==> src/rtl/uc_multiciclo.sv <==
// Multicycle control unit for the 8-bit microcontroller datapath.
// Sequences each instruction as FETCH then EXEC, with start/step/halt control.
module uc_multiciclo #(
   parameter int CNT_W = 16
) (
   input  logic             clk,
   input  logic             reset,
   input  logic [5:0]       Opcode,
   input  logic             z,
   input  logic             start,
   input  logic             step_mode,
   output logic [2:0]       Op,
   output logic             s_inc,
   output logic             s_inm,
   output logic             we3,
   output logic             wez,
   output logic             pc_en,
   output logic             running,
   output logic             halted,
   output logic [CNT_W-1:0] instr_count
);

   typedef enum logic [1:0] {
      S_IDLE,
      S_FETCH,
      S_EXEC,
      S_HALT
   } state_t;

   state_t     state;
   state_t     state_nx;
   logic [3:0] grp;
   logic       is_halt;
   logic       unused_op_lo;

   assign grp          = Opcode[5:2];
   assign is_halt      = (grp == 4'b1111);
   assign unused_op_lo = ^Opcode[1:0];

   always_ff @(posedge clk or negedge reset) begin
      if (!reset) state <= S_IDLE;
      else        state <= state_nx;
   end

   always_comb begin
      state_nx = state;
      unique case (state)
         S_IDLE:  if (start) state_nx = S_FETCH;
         S_FETCH: state_nx = S_EXEC;
         S_EXEC: begin
            if (is_halt)        state_nx = S_HALT;
            else if (step_mode) state_nx = S_IDLE;
            else                state_nx = S_FETCH;
         end
         S_HALT:  state_nx = S_HALT;
         default: state_nx = S_IDLE;
      endcase
   end

   // Control decode is only live in EXEC; every other state is all-zero.
   always_comb begin
      Op    = 3'b000;
      s_inc = 1'b0;
      s_inm = 1'b0;
      we3   = 1'b0;
      wez   = 1'b0;
      pc_en = 1'b0;
      if (state == S_EXEC) begin
         unique case (1'b1)
            !grp[3]: begin
               Op    = grp[2:0];
               we3   = 1'b1;
               wez   = 1'b1;
               s_inc = 1'b1;
               pc_en = 1'b1;
            end
            (grp == 4'b1000): begin
               s_inm = 1'b1;
               we3   = 1'b1;
               s_inc = 1'b1;
               pc_en = 1'b1;
            end
            (grp[3:2] == 2'b10 && grp[1:0] != 2'b00): begin
               s_inc = 1'b1;
               pc_en = 1'b1;
            end
            (grp == 4'b1100): pc_en = 1'b1;
            (grp == 4'b1101): begin
               s_inc = ~z;
               pc_en = 1'b1;
            end
            (grp == 4'b1110): begin
               s_inc = z;
               pc_en = 1'b1;
            end
            is_halt: pc_en = 1'b0;
            default: pc_en = 1'b0;
         endcase
      end
   end

   always_comb begin
      running = (state == S_FETCH) || (state == S_EXEC);
      halted  = (state == S_HALT);
   end

   // Saturating retire counter; HALT retires too.
   always_ff @(posedge clk or negedge reset) begin
      if (!reset) begin
         instr_count <= '0;
      end else if (state == S_EXEC && instr_count != {CNT_W{1'b1}}) begin
         instr_count <= instr_count + CNT_W'(1);
      end
   end

endmodule
==> config.mk <==
export PLATFORM = sky130hd
export DESIGN_NAME = uc_multiciclo
export DESIGN_NICKNAME = d
export VERILOG_FILES = /design/src/rtl/uc_multiciclo.sv
export SDC_FILE = /design/constraint.sdc
export NUM_CORES = 1
export LEC_CHECK = 0
export ABC_AREA = 1
export CORE_MARGIN = 1.5
export CORE_UTILIZATION = 44
export DETAILED_ROUTE_END_ITERATION = 10
export PLACE_DENSITY = 0.75
export SLEW_MARGIN = 20
export SYNTH_ARGS = -nofsm -noshare
export SYNTH_HDL_FRONTEND = slang
export SYNTH_SLANG_ARGS = --single-unit
export TNS_END_PERCENT = 10
==> constraint.sdc <==
create_clock -name clk -period 3.23 [get_ports clk]
set_clock_uncertainty 0.05 [all_clocks]
set_input_delay 0.8075 -clock clk [delete_from_list [all_inputs] [get_ports clk]]
set_output_delay 0.8075 -clock clk [all_outputs]
set_load 0.005 [all_outputs]
### After elaboration in Yosys (flattened, before gate mapping)

Index checks and enable logic that the tools add are counted.

* register bits: 18
* bits of input ports: 11

* add/subtract/negate cells: 1
* equality and inequality tests: 11
* mux-type cells: 16
* bitwise operators: 1
* reductions and logical operators: 9

Operators with widths (count)
* 4-bit == test, second input constant: 5
* 16-bit by 1-bit adder with 16-bit output, second input constant: 1
* 16-bit inequality test, second input constant: 1
* 1-bit two-way mux: 10
* 2-bit one-hot mux with 4 select lines: 1
* 2-bit == test, second input constant: 3
* 3-bit two-way mux: 2
* 6-bit OR reduction: 1
* 2-bit two-way mux: 2
* 1-bit one-hot mux with 3 select lines: 1
* 3-bit OR reduction: 1
* 2-bit by 1-bit == test with 1-bit output, second input constant: 1
* 1-bit logical AND: 2
* 2-bit zero test: 1
* 2-bit inequality test, second input constant: 1
* 2-bit nonzero test: 1
* 2-bit OR reduction: 1
* 1-bit zero test: 1
* 1-bit logical OR: 1
* 1-bit inverter: 1

### Longest topological paths before layout

Gate-level depths: netlist of run 1.

* depth after elaboration: 5
* gate-level depth with buffers: 10
* gate-level depth less buffers: 10

### Worst setup path after synthesis of run 1

Ideal clock, no wire load.

* kind: input port to output port
* start point: in Opcode[2]
* end point: out s_inc
* data arrival time: 1.223 ns
* data required time: 2.372 ns
* slack: 1.150 ns
* stages: 5
* path buffers: 0
* cells stage by stage: inv_1 > nand2_1 > nor2_1 > o31ai_1 > inv_1

* longest elaborated chain between the ends: 5

RTL lines
* start, declared: RTL line 8 `input logic [5:0] Opcode,`
* 2-bit nonzero test: RTL line 83 `(grp[3:2] == 2'b10 && grp[1:0] != 2'b00): begin`
* 1-bit logical AND: RTL line 83
* 3-bit OR reduction (no line)
* 1-bit one-hot mux with 3 select lines (*): RTL line 69 `unique case (1'b1)`
* 1-bit two-way mux (*): RTL line 68 `if (state == S_EXEC) begin`
* end, declared: RTL line 13 `output logic s_inc,`

Mark *: on every way between the ends. The rest lies on a longest branch, timed or not.

### Worst setup path in the final report of run 1

Ends and elaborated chain as after synthesis.

==> results.cfg, run 1 <==
[outcome]
outcome = finished, final reports clean

[yosys]
synth-edff-count = 0
synth_area_um2 = 1240
netlist_instances = 184
yosysSeqAreaShare_pct = 36.2
yosys.cell_types.count = 21
synth_fp_nets = 200
postSynthAreaPerCell_um2 = 6.77
dominantRegCellSynth = dfrtp_1
ys_warn_count = 0
async_flop_share_pct = 100
synth_seq_cells = 18

[clocking]
cts_resized = 0
cts_buffers = 3
cts_htree_levels = 1
hold_buffers = 0
root_buffer = clkbuf_4
clockBufferDepth = 2
cts_tree = yes
postCtsSetupRepairBufs = 0
cts_sinks = 18
clkTransAtPathRegs_ns = 0.11
clk_latency_ns = 0.30

[power_and_ir_drop]
p_per_area_nw_per_um2 = 530
p_sw_uw = 347
power_frac_seq_pct = 37.4
vdd_drop_max_uv = 434
switching_share_pct = 40.1
combPwrFrac_pct = 49.5
p_leak_uw = 0.000703
p_clk_share_pct = 13.1
p_int_uw = 520

[setup_path]
regToRegStartpoint = instr_count[0]
worstPathArrival_ns = 2.17
rr_worst_depth = 8
cp-end-kind = output port
reg2reg_slack_ns = 1.26
path_class = primary input to output port
worstPathMaxFanout = 5
r2r-end = instr_count[11]
startpoint_type = primary input
crit_required_ns = 2.37

[worst_hold_path]
hold_end = instr_count[8]
hold_class = flip-flop to flip-flop
min_path_cells = 1
min_from = instr_count[8]

[floorplanning]
dieArea_um2 = 3160
chipWidth_um = 56.2
core.rowCount = 19
io_pins = 37
start_util_pct = 45.9
dieHeight_um = 56.2
core-area_um2 = 2710

[grt]
grt_overflow = 0
antenna_found_initial = 0
grtUsageTotal_pct = 19.5
grt_max_degree = 19
grt_pass1_vias = 1143
grt_pass1_wl_um = 4940

[job]
cap_violations = 0

[timing]
period_needed_ns = 3.03
min_period_over_period_pct = 93.8
fin_ws_ns = 0.200
slew_headroom_pct = 45.0
timing.fmax_mhz = 330
setup_viol = 0
grt_setup_unrepaired = false
hold_violations = 0
worst_pin_slew_ns = 0.822
finalMaxSlewViolations = 0
setup-tns-final_ns = 0

[cells_and_area]
final_cell_mix = 64 x nand2_1, 34 x clkdlybuf4s50_1, 28 x nor2_1, 22 x inv_1, 18 x dfrtp_1
layout_commonest_cell = nand2_1
fin_nets = 238
syn_to_final_growth_pct = 31.4
drive_gt1_share_pct = 7.27
nFillCells = 252
antennaDiodeCount = 0
final_core_util_pct = 60.3

[place]
gp_congestion = 0.851
dpl.hpwl_um = 2240
dp_slack_ns = 0.201
io_buffers = 34

[detailed_routing]
drc = 0
routed_wl_um = 2940
dr.pass1.iters = 4
routed_via_density = 5.08
ant_nets = 0
drtIter0Drc = 50
vias = 1274
wire_per_inst_um = 11.7
## worst max path at each step
stage | startpoint | endpoint | depth (start not counted)
floorplan | Opcode[2] | s_inc | 5
global placement | Opcode[2] | s_inc | 7
detailed placement | Opcode[2] | s_inc | 7
CTS | state[0] | we3 | 7
global route | state[0] | we3 | 7
finish | Opcode[2] | s_inc | 7
## per-stage QoR
step	cells	hold slack, ns	area, um2	total power, uW
floorplan	184	0.456	1240	561
global placement	248	0.479	1610	744
detailed placement	248	0.489	1610	759
CTS	251	0.505	1640	873
global route	251	0.519	1640	936
finish	251	0.512	1640	867
## power by group through the flow
stage,Clock (uW),Sequential (uW),Combinational (uW)
global route,124,334,478
floorplan,0,321,240
finish,114,324,429
CTS,116,324,433
detailed placement,0,328,431
global placement,0,325,419
## synth_stat cells, types with 2 or more instances
| library cell | count | area [um2] |
|---|---|---|
| nand2_1 | 64 | 240 |
| o21ai_2 | 4 | 35.0 |
| o21ai_1 | 2 | 10.0 |
| dfrtp_1 | 18 | 450 |
| nand3_1 | 8 | 40.0 |
| nor3_1 | 3 | 15.0 |
| nand4_1 | 8 | 50.1 |
| ha_1 | 5 | 62.6 |
| nand2_2 | 4 | 25.0 |
| o21ai_0 | 3 | 15.0 |
| xnor2_1 | 4 | 35.0 |
| nor2_2 | 3 | 18.8 |
| nor2_1 | 28 | 105 |
| inv_1 | 22 | 82.6 |
| a31oi_1 | 2 | 12.5 |
## registers in the layout (all words and copies together), names as in the netlist
| signal | count |
|---|---|
| state | 2 |
| instr_count | 16 |
## per-layer routing
metal  wire [um]  global-route usage [%]  share of wire (%)
met4          13                    3.74               0.44
met2        1420                    32.1                 48
met1        1370                    25.8                 47
met5           0                       0                  0
met3         138                    5.58                4.7
## cell type report
cell class / instances / area (um2) / area share, %
repair buffers: 34 / 340 / 20.8
multi-input cells: 142 / 697 / 42.6
inverters: 23 / 86.3 / 5.28
clock buffers: 3 / 22.5 / 1.38
well taps: 31 / 38.8 / 2.37
flip-flops and latches: 18 / 450 / 27.5
## cell families after synthesis
group           after synthesis  share of synthesized area (%)
simple gates                119                           40.6
buf+inv                      24                           7.84
flops                        18                           36.2
compound gates               13                           6.83
xor+xnor                      5                           3.52
fa+ha+maj                     5                           5.03
## critical path: stages
cell and delay (ns):
clkdlybuf4s50_1 0.45, inv_1 0.08, nand2_1 0.07, nor2_1 0.04, o31ai_1 0.22, inv_1 0.06, clkdlybuf4s50_1 0.45
No activity file was read; power rests on OpenSTA's default activity.
==> inputs of run 2 (changes only) <==
- SLEW_MARGIN: 20 -> 0
==> results of run 2 <==
No change in the layout: final DEF, timing and power equal those of run 1.
